$ cat src/rtl/reset_seq_pkg.sv
`timescale 1ns/1ps
`default_nettype none
// ============================================================================
// reset_seq_pkg : state encoding and reset-cause codes for reset_sequencer
// Rev 1.0
// ============================================================================
package reset_seq_pkg;

    localparam logic [1:0] ST_SYNC  = 2'd0;
    localparam logic [1:0] ST_HOLD  = 2'd1;
    localparam logic [1:0] ST_STAGE = 2'd2;
    localparam logic [1:0] ST_RUN   = 2'd3;

    localparam logic [1:0] CAUSE_EXT  = 2'b00;
    localparam logic [1:0] CAUSE_SW   = 2'b01;
    localparam logic [1:0] CAUSE_TRAP = 2'b10;

    // Domain index width; a single domain still needs a one-bit index.
    function automatic int idx_width(input int n);
        return (n > 1) ? $clog2(n) : 1;
    endfunction

endpackage
`default_nettype wire

$ cat src/rtl/reset_sync.sv
`timescale 1ns/1ps
`default_nettype none
// ============================================================================
// reset_sync : STAGES-flop reset synchroniser, asynchronous assert,
//              synchronous deassert. Rev 1.0
// ============================================================================
module reset_sync #(
    parameter int STAGES = 2
) (
    input  logic clk,
    input  logic reset,
    output logic rst_o,
    output logic rst_next_o
);

    logic [STAGES-1:0] chain_q;

    always_ff @(posedge clk or posedge reset) begin
        if (reset) begin
            chain_q <= '1;
        end else begin
            chain_q <= {chain_q[STAGES-2:0], 1'b0};
        end
    end

    assign rst_o      = chain_q[STAGES-1];
    // Value rst_o takes after the next edge, so a consumer can act on that edge.
    assign rst_next_o = chain_q[STAGES-2];

endmodule
`default_nettype wire

$ cat src/rtl/reset_sequencer.sv
`timescale 1ns/1ps
`default_nettype none
// ============================================================================
// reset_sequencer : power-on hold, staggered domain release, software reset
//                   handshake and reset-cause register. Rev 1.0
//                   RST_TRAP_EN adds the trap port and trap-triggered reset.
// ============================================================================
module reset_sequencer
    import reset_seq_pkg::*;
#(
    parameter int N_DOMAINS      = 3,
    parameter int CNT_W          = 16,
    parameter int POR_CYCLES     = 65535,
    parameter int SW_HOLD_CYCLES = 16,
    parameter int STEP_CYCLES    = 256,
    parameter int SYNC_STAGES    = 2
) (
    input  logic                 clk,
    input  logic                 reset,
    input  logic                 sw_rst_req,
`ifdef RST_TRAP_EN
    input  logic                 trap,
`endif
    output logic                 sw_rst_ack,
    output logic [N_DOMAINS-1:0] rst_out,
    output logic                 rst_done,
    output logic [1:0]           rst_cause
);

    localparam int IDX_W = idx_width(N_DOMAINS);

    localparam logic [CNT_W-1:0] c_POR_LOAD  = CNT_W'(POR_CYCLES - 1);
    localparam logic [CNT_W-1:0] c_SW_LOAD   = CNT_W'(SW_HOLD_CYCLES - 1);
    localparam logic [CNT_W-1:0] c_STEP_LOAD = CNT_W'(STEP_CYCLES - 1);
    localparam logic [CNT_W-1:0] c_CNT_ONE   = CNT_W'(1);
    localparam logic [IDX_W-1:0] c_IDX_ONE   = IDX_W'(1);
    localparam logic [IDX_W-1:0] c_LAST_IDX  = IDX_W'(N_DOMAINS - 1);

    logic                 w_sync_rst;
    logic                 w_sync_next;
    logic                 w_sync_release;

    logic [1:0]           state_q,   state_d;
    logic [CNT_W-1:0]     cnt_q,     cnt_d;
    logic [IDX_W-1:0]     idx_q,     idx_d;
    logic [N_DOMAINS-1:0] rst_out_q, rst_out_d;
    logic                 done_q,    done_d;
    logic                 ack_q,     ack_d;
    logic [1:0]           cause_q,   cause_d;
`ifdef RST_TRAP_EN
    logic                 trap_q,    trap_d;
`endif

    reset_sync #(
        .STAGES (SYNC_STAGES)
    ) u_reset_sync (
        .clk        (clk),
        .reset      (reset),
        .rst_o      (w_sync_rst),
        .rst_next_o (w_sync_next)
    );

    // The hold starts on the same edge the synchronised reset drops.
    assign w_sync_release = w_sync_rst & ~w_sync_next;

    always_comb begin
        state_d   = state_q;
        cnt_d     = cnt_q;
        idx_d     = idx_q;
        rst_out_d = rst_out_q;
        done_d    = done_q;
        ack_d     = 1'b0;
        cause_d   = cause_q;
`ifdef RST_TRAP_EN
        trap_d    = (state_q == ST_RUN) && trap;
`endif

        case (state_q)
            ST_SYNC: begin
                if (w_sync_release) begin
                    state_d = ST_HOLD;
                    cnt_d   = c_POR_LOAD;
                end
            end

            ST_HOLD: begin
                if (cnt_q == '0) begin
                    rst_out_d[0] = 1'b0;
                    cnt_d        = c_STEP_LOAD;
                    idx_d        = c_IDX_ONE;
                    if (N_DOMAINS == 1) begin
                        state_d = ST_RUN;
                        done_d  = 1'b1;
                    end else begin
                        state_d = ST_STAGE;
                    end
                end else begin
                    cnt_d = cnt_q - c_CNT_ONE;
                end
            end

            ST_STAGE: begin
                if (cnt_q == '0) begin
                    for (int i = 0; i < N_DOMAINS; i++) begin
                        if (idx_q == IDX_W'(i)) begin
                            rst_out_d[i] = 1'b0;
                        end
                    end
                    cnt_d = c_STEP_LOAD;
                    idx_d = idx_q + c_IDX_ONE;
                    if (idx_q == c_LAST_IDX) begin
                        state_d = ST_RUN;
                        done_d  = 1'b1;
                    end
                end else begin
                    cnt_d = cnt_q - c_CNT_ONE;
                end
            end

            ST_RUN: begin
                // A software request takes priority over a coincident trap.
                if (sw_rst_req) begin
                    state_d   = ST_HOLD;
                    cnt_d     = c_SW_LOAD;
                    rst_out_d = '1;
                    done_d    = 1'b0;
                    ack_d     = 1'b1;
                    cause_d   = CAUSE_SW;
`ifdef RST_TRAP_EN
                end else if (trap && trap_q) begin
                    state_d   = ST_HOLD;
                    cnt_d     = c_SW_LOAD;
                    rst_out_d = '1;
                    done_d    = 1'b0;
                    cause_d   = CAUSE_TRAP;
`endif
                end
            end

            default: begin
                state_d = ST_SYNC;
            end
        endcase
    end

    always_ff @(posedge clk or posedge reset) begin
        if (reset) begin
            state_q   <= ST_SYNC;
            cnt_q     <= '0;
            idx_q     <= '0;
            rst_out_q <= '1;
            done_q    <= 1'b0;
            ack_q     <= 1'b0;
            cause_q   <= CAUSE_EXT;
`ifdef RST_TRAP_EN
            trap_q    <= 1'b0;
`endif
        end else begin
            state_q   <= state_d;
            cnt_q     <= cnt_d;
            idx_q     <= idx_d;
            rst_out_q <= rst_out_d;
            done_q    <= done_d;
            ack_q     <= ack_d;
            cause_q   <= cause_d;
`ifdef RST_TRAP_EN
            trap_q    <= trap_d;
`endif
        end
    end

    assign rst_out    = rst_out_q;
    assign rst_done   = done_q;
    assign sw_rst_ack = ack_q;
    assign rst_cause  = cause_q;

endmodule
`default_nettype wire

$ cat config.mk
export PLATFORM = sky130hd
export DESIGN_NAME = reset_sequencer
export DESIGN_NICKNAME = d
export VERILOG_FILES = /design/src/rtl/reset_seq_pkg.sv /design/src/rtl/reset_sync.sv /design/src/rtl/reset_sequencer.sv
export SDC_FILE = /design/constraint.sdc
export NUM_CORES = 1
export LEC_CHECK = 0
export BUFFER_PORTS_ARGS = -buffer_cell sky130_fd_sc_hd__clkbuf_2
export CAP_MARGIN = 10
export CORE_ASPECT_RATIO = 1.25
export CORE_MARGIN = 2
export CORE_UTILIZATION = 54
export DETAILED_ROUTE_END_ITERATION = 10
export PLACE_DENSITY = 0.75
export SKIP_CTS_REPAIR_TIMING = 1
export SYNTH_ARGS = -nofsm -noshare
export SYNTH_HDL_FRONTEND = slang
export SYNTH_HIERARCHICAL = 1
export SYNTH_SLANG_ARGS = --single-unit
$ cat constraint.sdc
create_clock -name clk -period 2.4 [get_ports clk]
set_input_delay 0.36 -clock clk [delete_from_list [all_inputs] [get_ports clk]]
set_output_delay 0.36 -clock clk [all_outputs]
set_load 0.005 [all_outputs]
==> After elaboration in Yosys (flattened, before gate mapping) <==
Index checks and enable logic that the tools add are counted.
W data, S select, Z words.
{ "op_classes": {"n_addsub": 2, "n_eq_ne": 12, "mux": 27, "bitwise": 2, "reduce_logical": 14} }
{ "op_table": {"columns": ["cell", "n"], "rows": [
  ["$mux W16", 3],
  ["$pmux W16 S3", 1],
  ["$logic_not A16 Y1", 1],
  ["$sub A16 B1 Y16 const B", 1],
  ["$mux W2", 7],
  ["$ne A2 B2 Y1 const B", 7],
  ["$reduce_and A5 Y1", 2],
  ["$mux W1", 9],
  ["$pmux W2 S2", 2],
  ["$pmux W2 S4", 1],
  ["$reduce_and A4 Y1", 2],
  ["$eq A2 B2 Y1 const B", 3],
  ["$mux W3", 2],
  ["$eq A2 B1 Y1 const B", 2],
  ["$logic_not A2 Y1", 2],
  ["$reduce_and A2 Y1", 2],
  ["$reduce_bool A2 Y1", 2],
  ["$pmux W1 S3", 1],
  ["$reduce_and A3 Y1", 1],
  ["$reduce_bool A3 Y1", 1],
  ["$add A2 B1 Y2 const B", 1],
  ["$pmux W1 S2", 1],
  ["$reduce_or A2 Y1", 1],
  ["$and A1 B1 Y1", 1],
  ["$not A1 Y1", 1]
]} }
{ "totals": {"reg_bits": 28, "output_inout_bits": 7} }

==> Logic depth before layout (Yosys ltp) <==
Gate-level depths: netlist of the first run.
{ "logic_depth": {"ltp_word": 4, "depth_mapped": 8, "mapped_depth_nobuf": 7} }

==> Modules after synthesis <==
The synthesis of the first run kept the hierarchy.
{ "by_module_without_submodules": {"columns": ["mod", "instances", "cells_per_inst", "area_each_um2", "seq_area_each_um2"], "rows": [
  ["reset_sequencer", 1, 178, 1630.3, 654.4],
  ["reset_sync", 1, 4, 60.1, 52.6]
]} }

==> Worst setup path after synthesis of the first run <==
Ideal clock, no wire load.
{ "synth_timing": {"kind": "reg-to-reg", "from": "register cnt_q[9]", "to": "register cnt_q[11]", "setup_ns": 0.131, "arrival_ns": 2.180, "path_slack_ns": 0.088, "path_stages_with_launch": 8, "n_path_buf": 2, "period_less_slack_ns": 2.312, "path_cell_list": "dfrtp_1 > or4_1 > buf_2 > or4_4 > o21ai_2 > buf_6 > a21oi_1 > or3_1"} }
{ "synth_between": {"elab_chain_len": 3, "word_cells_on_any_way": 4} }
{ "synth_rtl": {"columns": ["item", "line_no", "rtl"], "rows": [
  ["start: declaration", "reset_sequencer.sv:44", "logic [CNT_W-1:0] cnt_q, cnt_d;"],
  ["start signal: assignment", "reset_sequencer.sv:160", "cnt_q <= cnt_d;"],
  ["$sub A16 B1 Y16 / $logic_not A16 Y1 (equally long branches)", null, null],
  ["$mux W16 *", "reset_sequencer.sv:87, reset_sequencer.sv:103", null],
  ["$pmux W16 S3 *", "reset_sequencer.sv:78", "case (state_q)"]
]} }
Every way passes the cells marked *; elsewhere a longest branch is shown, timed or not.
A chain may end at the register's enable or synchronous reset.

==> Final worst setup path of the first run <==
{ "layout_timing": {"from": "register cnt_q[10]", "to": "register idx_q[1]"} }
{ "layout_between": {"elab_chain_len": 3, "word_cells_on_any_way": 4} }
{ "layout_rtl": {"columns": ["item", "line_no", "rtl"], "rows": [
  ["$logic_not A16 Y1 *", "reset_sequencer.sv:87, reset_sequencer.sv:103", null],
  ["$ne A2 B2 Y1 (no source line)", null, null],
  ["$reduce_and A3 Y1 (no source line) *", null, null],
  ["end signal: assignment", "reset_sequencer.sv:161", "idx_q <= idx_d;"],
  ["end: declaration", "reset_sequencer.sv:45", "logic [IDX_W-1:0] idx_q, idx_d;"]
]} }
Marks and branches as above.

==> metrics.yaml, run 1 <==
synth:
  synth_ff_type: "dfrtp_1"
  synth_edf_count: 0
  syn_inst: 182
  synth_cell_type_count: 53
  yosysSeqAreaShare_pct: 41.82
  synth_seq_cells: 28
  yosys_warnings: 6
  avgSynthCellArea_um2: 9.288
  synth_area_um2: 1690
  async_flop_share_pct: 100.0
  synth_nets: 195
finish:
  utilization_pct: 63.01
  drive_gt1_share_pct: 17.68
  finalNetCount: 212
  final_common_cell: "dfrtp_1"
  layout_common_cells: "dfrtp_1 (23), a21oi_1 (14), buf_4 (14)"
  diodes: 0
  area_growth_pct: 10.81
power_and_ir_drop:
  intPower_w: 0.001402
  combPwrFrac_pct: 57.7
  pwr-share-seq_pct: 34.5
  pwr-share-clk_pct: 7.9
  swShare_pct: 44.19
  powerDensity_nw_per_um2: 1341
  ir_worst_vdd_v: 0.0009985
  power_switching_w: 0.001110
  power_leakage_nw: 0.7824
clock_tree:
  clkSinkCount: 28
  clk_latency_ns: 0.32
  htreeDepth: 1
  root_buffer: "clkbuf_4"
  cts.clk_slew.worst_paths_ns: 0.14
  clock_path_buffers: 2
  cts_tree: "done"
  cts_buffers: 3
global_routing:
  grt_pass1_vias: 1466
  grt_use_total_pct: 24.01
  grt_overflow_total: 0
  antenna_found_initial: 0
  grt_max_degree: 27
  grt_pass1_wl_um: 6375
status:
  status: "finished, final reports clean"
detailed_routing:
  drc: 0
  dr.pass1.iters: 4
  vias: 1444
  drt_iter0_markers: 73
  wire_per_inst_um: 16.04
  vias_per_cell: 6.171
  ant_nets: 0
  drt_wl_total_um: 3753
job:
  drv_cap: 0
critical_path:
  path_class: "reg2reg"
  crit_buf_inv: 0
  cpMostUsedCell: "or4_4"
  setup.worst_path.start_class: "flip-flop"
  path_depth: 5
  critPathMaxStageDelay_ns: 0.54
  reg2regPathDepth: 5
  crit_path_max_fanout: 4
  crit_chain: "or4_4 -> or4_4 -> nor2_1 -> o21ai_0 -> a32o_1"
  crit_arrival_ns: 2.61
  cp_top_family: "simple AND/OR/NAND/NOR gates"
  endpoint_kind: "flip-flop"
  crit_required_ns: 2.63
  slowest_stage: "or4_4"
timing:
  finalCriticalPeriod_ns: 2.380
  max_freq_ghz: 0.4201
  hold_viol_final: 0
  fin_ws_ns: 0.01980
  worst_pin_slew_ns: 0.5749
  worst_clock_skew_ns: 0.005505
  setup_viol: 0
  min_period_over_period_pct: 99.18
  maxSlewViolCount: 0
  slew_headroom_pct: 61.32
die:
  coreArea_um2: 2973
  dieArea_um2: 3597
  die_y_um: 66.56
  io_pins: 10
  start_util_pct: 56.86
  die_w_um: 54.04
  placementRows: 22
placement:
  place_congestion: 0.8936
  place_ws_ns: 0.07211
  dp_hpwl_um: 2719
  numPortBuffers: 8
hold_path:
  hold_class: "in2async"
[final timing paths]
path,start,to,slack [ns]
max in group asynchronous,reset,rst_out[2],2.04
max,cnt_q[10],idx_q[1],0.02
min reg2reg,u_reset_sync/chain_q[0],u_reset_sync/chain_q[1],0.37
min in group clk,sw_rst_req,sw_rst_ack,0.34
min,reset,u_reset_sync/chain_q[1],0.03
max reg2reg,cnt_q[10],idx_q[1],0.02
[synth_stat cells (2+ instances only)]
master / instances / area [µm²]
nor2_1: 11 / 41.29
a21oi_1: 14 / 70.07
a21boi_0: 2 / 15.01
clkbuf_1: 6 / 22.52
conb_1: 2 / 7.510
a21o_1: 2 / 15.01
a211o_1: 2 / 17.52
nor3_1: 7 / 35.03
or3_1: 4 / 25.02
a221o_1: 3 / 30.03
a41oi_1: 2 / 17.52
o21ai_0: 11 / 55.05
dfstp_2: 5 / 131.4
nor4_1: 5 / 31.28
inv_1: 11 / 41.29
a31oi_1: 3 / 18.77
and3_1: 2 / 12.51
dfrtp_1: 23 / 575.6
ha_1: 10 / 125.1
o221ai_1: 2 / 17.52
nand2b_1: 5 / 31.28
nand2_1: 7 / 26.28
o21a_1: 2 / 15.01
o31ai_1: 3 / 22.52
nand3_1: 4 / 20.02
nor2b_1: 3 / 18.77
o22a_1: 2 / 17.52
nor3b_1: 4 / 30.03
[flip-flops by register name, indices dropped and copies added, names as in the netlist]
name	count
cnt_q	16
rst_out	3
idx_q	2
state_q	2
u_reset_sync/chain_q	2
rst_cause	1
rst_done	1
sw_rst_ack	1
[power by group through the flow]
stage,sequential [W],combinational [W],clock (W)
6_report,0.000866,0.00145,0.000198
5_1_grt,0.000895,0.00161,0.000222
4_1_cts,0.000857,0.00141,0.000208
3_5_place_dp,0.000867,0.00140,0
3_3_place_gp,0.000853,0.00134,0
2_1_floorplan,0.000831,0.00104,0
[layer usage]
metal / vias to the layer above / wire length [µm] / track usage (%)
li1: 710 / - / -
met4: 0 / 57 / 12.19
met1: 704 / 1704 / 29.57
met3: 6 / 86 / 3.587
met5: - / 0 / 0
met2: 24 / 1904 / 39.79
[cell families after synthesis]
group,Yosys count,synth area share (%)
adder cells (fa/ha/maj),10,7.402
AND/OR/NAND/NOR,59,19.47
AO/OA/AOI/OAI,61,24.80
other,2,0.4443
buffers and inverters,21,5.403
multiplexers,1,0.6661
flip-flops,28,41.82
[stage by stage]
stage	TNS, ns	hold slack [ns]	area, µm²	cells	total power, W
CTS	0	0.01216	1849	233	0.002472
floorplan	0	0.2715	1690	182	0.001875
global placement	0	0.3547	1823	229	0.002196
finish	0	0.02707	1873	234	0.002512
global route	-0.01091	0.02363	1873	234	0.002729
detailed placement	0	0.3571	1823	229	0.002265
[final cells by class]
class                      count  area (µm²)
fill                         267        1100
multi-input combinational    133       908.4
sequential                    28       706.9
timing repair buffer          22       145.1
tap                           36       45.04
inverter                      11       41.29
clock buffer                   4       26.28
No activity file was read; power rests on OpenSTA's default activity.
==> run 2: changes to the inputs <==
SETUP_SLACK_MARGIN = 0.3   (was default)
==> run 2 against run 1 <==
The run now ends with hold timing left. Clock skew up 0.0028 ns. Design area increased by 5.1%. Register-to-register slack gained 0.11 ns. Critical endpoint is now cnt_q[11]. Largest power group unchanged.
==> metrics.yaml, run 2 (synthesized netlist as in run 1, its figures left out) <==
status:
  status: "finished with violations"
  violations: "hold timing"
timing:
  finalCriticalPeriod_ns: 2.265
  setup_viol: 0
  slew_headroom_pct: 55.31
  worst_pin_slew_ns: 0.6663
  rsz0062_at_grt: "true"
  worst_hold_slack_ns: -0.01110
  worst_clock_skew_ns: 0.008323
  setup_tns_ns: 0
  max_freq_ghz: 0.4414
  maxSlewViolCount: 0
  fin_ws_ns: 0.1347
  hold_viol_final: 2
  min_period_over_period_pct: 94.39
critical_path:
  crit_arrival_ns: 2.50
  setup.worst_path.start_class: "flip-flop"
  path_class: "reg2reg"
  r2r_start: "cnt_q[12]"
  reg2reg_to: "cnt_q[11]"
  endpoint_kind: "flip-flop"
  reg2regPathDepth: 6
  crit_required_ns: 2.64
  crit_path_max_fanout: 8
  r2r_slack_ns: 0.13
die:
  die_y_um: 66.56
  placementRows: 22
  dieArea_um2: 3597
  start_util_pct: 56.86
  io_pins: 10
  coreArea_um2: 2973
  die_w_um: 54.04
clock_tree:
  cts_buffers: 3
  clkSinkCount: 28
  cts.clk_slew.worst_paths_ns: 0.16
  cts_tree: "done"
  clk_latency_ns: 0.35
  clock_path_buffers: 2
  htreeDepth: 1
  root_buffer: "clkbuf_4"
detailed_routing:
  ant_nets: 0
  vias: 1545
  drt_wl_total_um: 4088
  vias_per_cell: 6.574
  drc: 0
  drt_iter0_markers: 38
  dr.pass1.iters: 6
  wire_per_inst_um: 17.40
power_and_ir_drop:
  power_leakage_nw: 0.8053
  ir_worst_vdd_v: 0.0008765
  power.total_w: 0.002712
  powerDensity_nw_per_um2: 1378
finish:
  layout_common_cells: "dfrtp_1 (23), a21oi_1 (13), buf_4 (13)"
  largest_reg_flops: 16
  drive_gt1_share_pct: 24.12
  final_common_cell: "dfrtp_1"
  top_register: "cnt_q"
  finalNetCount: 213
  diodes: 0
  area_growth_pct: 16.43
  utilization_pct: 66.20
global_routing:
  grt_max_degree: 27
  grt_pass1_vias: 1542
  grt_use_total_pct: 25.65
  grt_pass1_wl_um: 6810
  grt_overflow_total: 0
  antenna_found_initial: 0
hold_path:
  hold_class: "in2async"
placement:
  place_ws_ns: 0.1004
  numPortBuffers: 8
  place_congestion: 0.8317
  dp_hpwl_um: 2855
job:
  drv_cap: 0
==> run 2: worst max-delay path by stage <==
stage,from,endpoint,cells after the start
6_report,cnt_q[12],cnt_q[11],6
5_1_grt,cnt_q[12],idx_q[1],5
4_1_cts,cnt_q[10],rst_done,7
3_5_place_dp,cnt_q[10],rst_done,7
3_3_place_gp,cnt_q[10],state_q[1],7
2_1_floorplan,cnt_q[10],cnt_q[11],7
==> run 2: final cells by class <==
cell class / count / area [µm²]
well taps: 36 / 45.04
flip-flops and latches: 28 / 706.9
multi-input cells: 133 / 978.4
inverters: 11 / 41.29
fillers: 250 / 1005
clock buffers: 4 / 36.28
repair buffers: 23 / 160.2
==> run 2: worst max-delay path: stages (launching register included) <==
cell     delay, ns
dfrtp_1       0.42
or4_4         0.55
or4_4         0.47
o21ai_4       0.17
buf_6         0.14
a21oi_1       0.06
or3_1         0.35
==> run 2: power by group <==
group	internal (W)	switching, W	total (W)
Clock	0.0000933	0.000149	0.000243
Sequential	0.000682	0.000229	0.000911
Combinational	0.000704	0.000854	0.00156
Total	0.00148	0.00123	0.00271
==> run 2: layer usage <==
metal | wire, µm | track usage, %
met4 | 98 | 11.88
met5 | 0 | 0
met1 | 1640 | 31.07
met2 | 2166 | 43.45
met3 | 182 | 4.036
==> run 2: per-stage QoR <==
| stage | instance area (µm²) | std cells |
|---|---|---|
| after floorplan | 1697 | 182 |
| after CTS | 1859 | 233 |
| after global placement | 1823 | 229 |
| after global routing | 1968 | 235 |
| after detailed placement | 1823 | 229 |
| final | 1968 | 235 |
==> run 3: changes to the inputs <==
CORE_UTILIZATION = 55   (was 54)
CTS_CLUSTER_SIZE = 14   (was default)
GPL_TIMING_DRIVEN = 1   (was default)
PLACE_DENSITY = 0.73   (was 0.75)
clock period = 2.8 ns   (was 2.4 ns; I/O delays follow)
==> run 3 against run 2 <==
The run now ends clean. Combinational power fell by 28%. Via count decreased by 8.5%. Flip-flop and latch count did not move. Fmax is 6.4% lower. Register-to-register slack better by 0.25 ns. Final cell count is 3.4% lower. Clock skew about the same. Die area down 1.7%. Power fell by 23%. Critical path depth shrank 1.
==> metrics.yaml, run 3 (synthesized netlist as in run 1, its figures left out) <==
power_and_ir_drop:
  power.total_w: 0.002076
  pwr-share-clk_pct: 9.5
  ir_worst_vdd_v: 0.0007976
  pwr-share-seq_pct: 36.1
  power_leakage_nw: 0.7532
  swShare_pct: 44.61
  powerDensity_nw_per_um2: 1136
  combPwrFrac_pct: 54.4
  intPower_w: 0.001150
  power_switching_w: 0.0009261
finish:
  diodes: 0
  layout_common_cells: "dfrtp_1 (23), a21oi_1 (14), nor2_1 (11), o21ai_0 (11), inv_1 (11)"
  largest_reg_flops: 16
  finalNetCount: 205
  drive_gt1_share_pct: 14.66
  final_common_cell: "dfrtp_1"
  area_growth_pct: 8.068
  utilization_pct: 62.02
  layoutNonFillerInstCount: 227
  top_register: "cnt_q"
global_routing:
  antenna_found_initial: 0
  grt_use_total_pct: 24.30
  grt_pass1_wl_um: 6389
  grt_pass1_vias: 1401
  grt_overflow_total: 0
  grt_max_degree: 27
timing:
  hold_viol_final: 0
  setup_viol: 0
  min_period_over_period_pct: 86.40
  maxSlewViolCount: 0
  worst_clock_skew_ns: 0.008285
  setup_tns_ns: 0
  slew_headroom_pct: 33.27
  fin_ws_ns: 0.3807
  rsz0062_at_grt: "false"
  finalCriticalPeriod_ns: 2.419
  max_freq_ghz: 0.4134
  worst_pin_slew_ns: 0.9999
die:
  start_util_pct: 57.39
  die_y_um: 65.98
  dieArea_um2: 3536
  placementRows: 22
  io_pins: 10
  coreArea_um2: 2945
  die_w_um: 53.59
detailed_routing:
  wire_per_inst_um: 15.76
  ant_nets: 0
  dr.pass1.iters: 4
  drt_iter0_markers: 57
  vias: 1414
  vias_per_cell: 6.229
  drt_wl_total_um: 3578
  drc: 0
clock_tree:
  root_buffer: "clkbuf_4"
  htreeDepth: 1
  cts.clk_slew.worst_paths_ns: 0.15
  clk_latency_ns: 0.33
  clock_path_buffers: 2
  clkSinkCount: 28
  cts_tree: "done"
  cts_buffers: 3
critical_path:
  setup.worst_path.start_class: "flip-flop"
  reg2regPathDepth: 5
  crit_required_ns: 3.03
  endpoint_kind: "flip-flop"
  crit_arrival_ns: 2.65
  r2r_start: "cnt_q[9]"
  crit_path_max_fanout: 11
  path_class: "reg2reg"
  r2r_slack_ns: 0.38
  reg2reg_to: "cnt_q[15]"
hold_path:
  hold_class: "in2async"
job:
  drv_cap: 0
status:
  status: "finished, final reports clean"
placement:
  numPortBuffers: 8
  place_congestion: 0.8661
  dpl.cell_count: 223
  place_ws_ns: 0.3554
  dp_hpwl_um: 2611
run 3: cell types whose count changed in the layout (fill, tap and decap cells not counted), moves of 2 or more:
cell     delta
buf_4       -6
buf_6       -2
nand3_1     +2
nand3_2     -2
nor4_1      +3
nor4_2      -2
o31ai_1     +2
o31ai_2     -2
run 3: worst max-delay path by stage:
stage                     startpoint  cells after the start  slack (ns)   endpoint
after floorplan             cnt_q[9]                      7        0.49  cnt_q[11]
after global placement      cnt_q[9]                      5        0.42  cnt_q[15]
after detailed placement    cnt_q[9]                      5        0.36  cnt_q[15]
after CTS                   cnt_q[9]                      5        0.32  cnt_q[15]
after global routing        cnt_q[9]                      7        0.31   rst_done
final                       cnt_q[9]                      5        0.38  cnt_q[15]
run 3: worst max-delay path: stages, from the launching register on:
cell	delay, ns
dfrtp_1	0.48
or4_1	0.60
or4_4	0.48
o21ai_4	0.28
o21ai_0	0.14
a221o_1	0.36
run 3: final cells by class:
class / instances / area [µm²]
inverter: 11 / 41.29
multi-input combinational: 133 / 904.6
tap: 36 / 45.04
fill: 252 / 1119
sequential: 28 / 706.9
clock buffer: 4 / 36.28
timing repair buffer: 15 / 92.59
run 3: stage by stage:
step | hold slack, ns | instance area [µm²]
after floorplan | 0.3315 | 1690
after global placement | 0.3547 | 1778
after detailed placement | 0.3571 | 1778
after CTS | 0.06427 | 1814
after global routing | 0.08513 | 1827
final | 0.07325 | 1827
run 3: metal layers:
metal  track usage, %  vias up  share of wire [%]
met5                0        -                  0
met4            10.26        0                2.3
met3            2.941        9                3.2
met2            41.36       35                 52
met1            30.29      680                 43
li1                 -      690                  -
run 3: power groups by stage:
stage               sequential [W]  clock [W]  combinational, W
finish                    0.000750   0.000197           0.00113
global route              0.000776   0.000219           0.00128
CTS                       0.000744   0.000205           0.00112
detailed placement        0.000751          0           0.00111
global placement          0.000749          0           0.00108
floorplan                 0.000713          0          0.000895
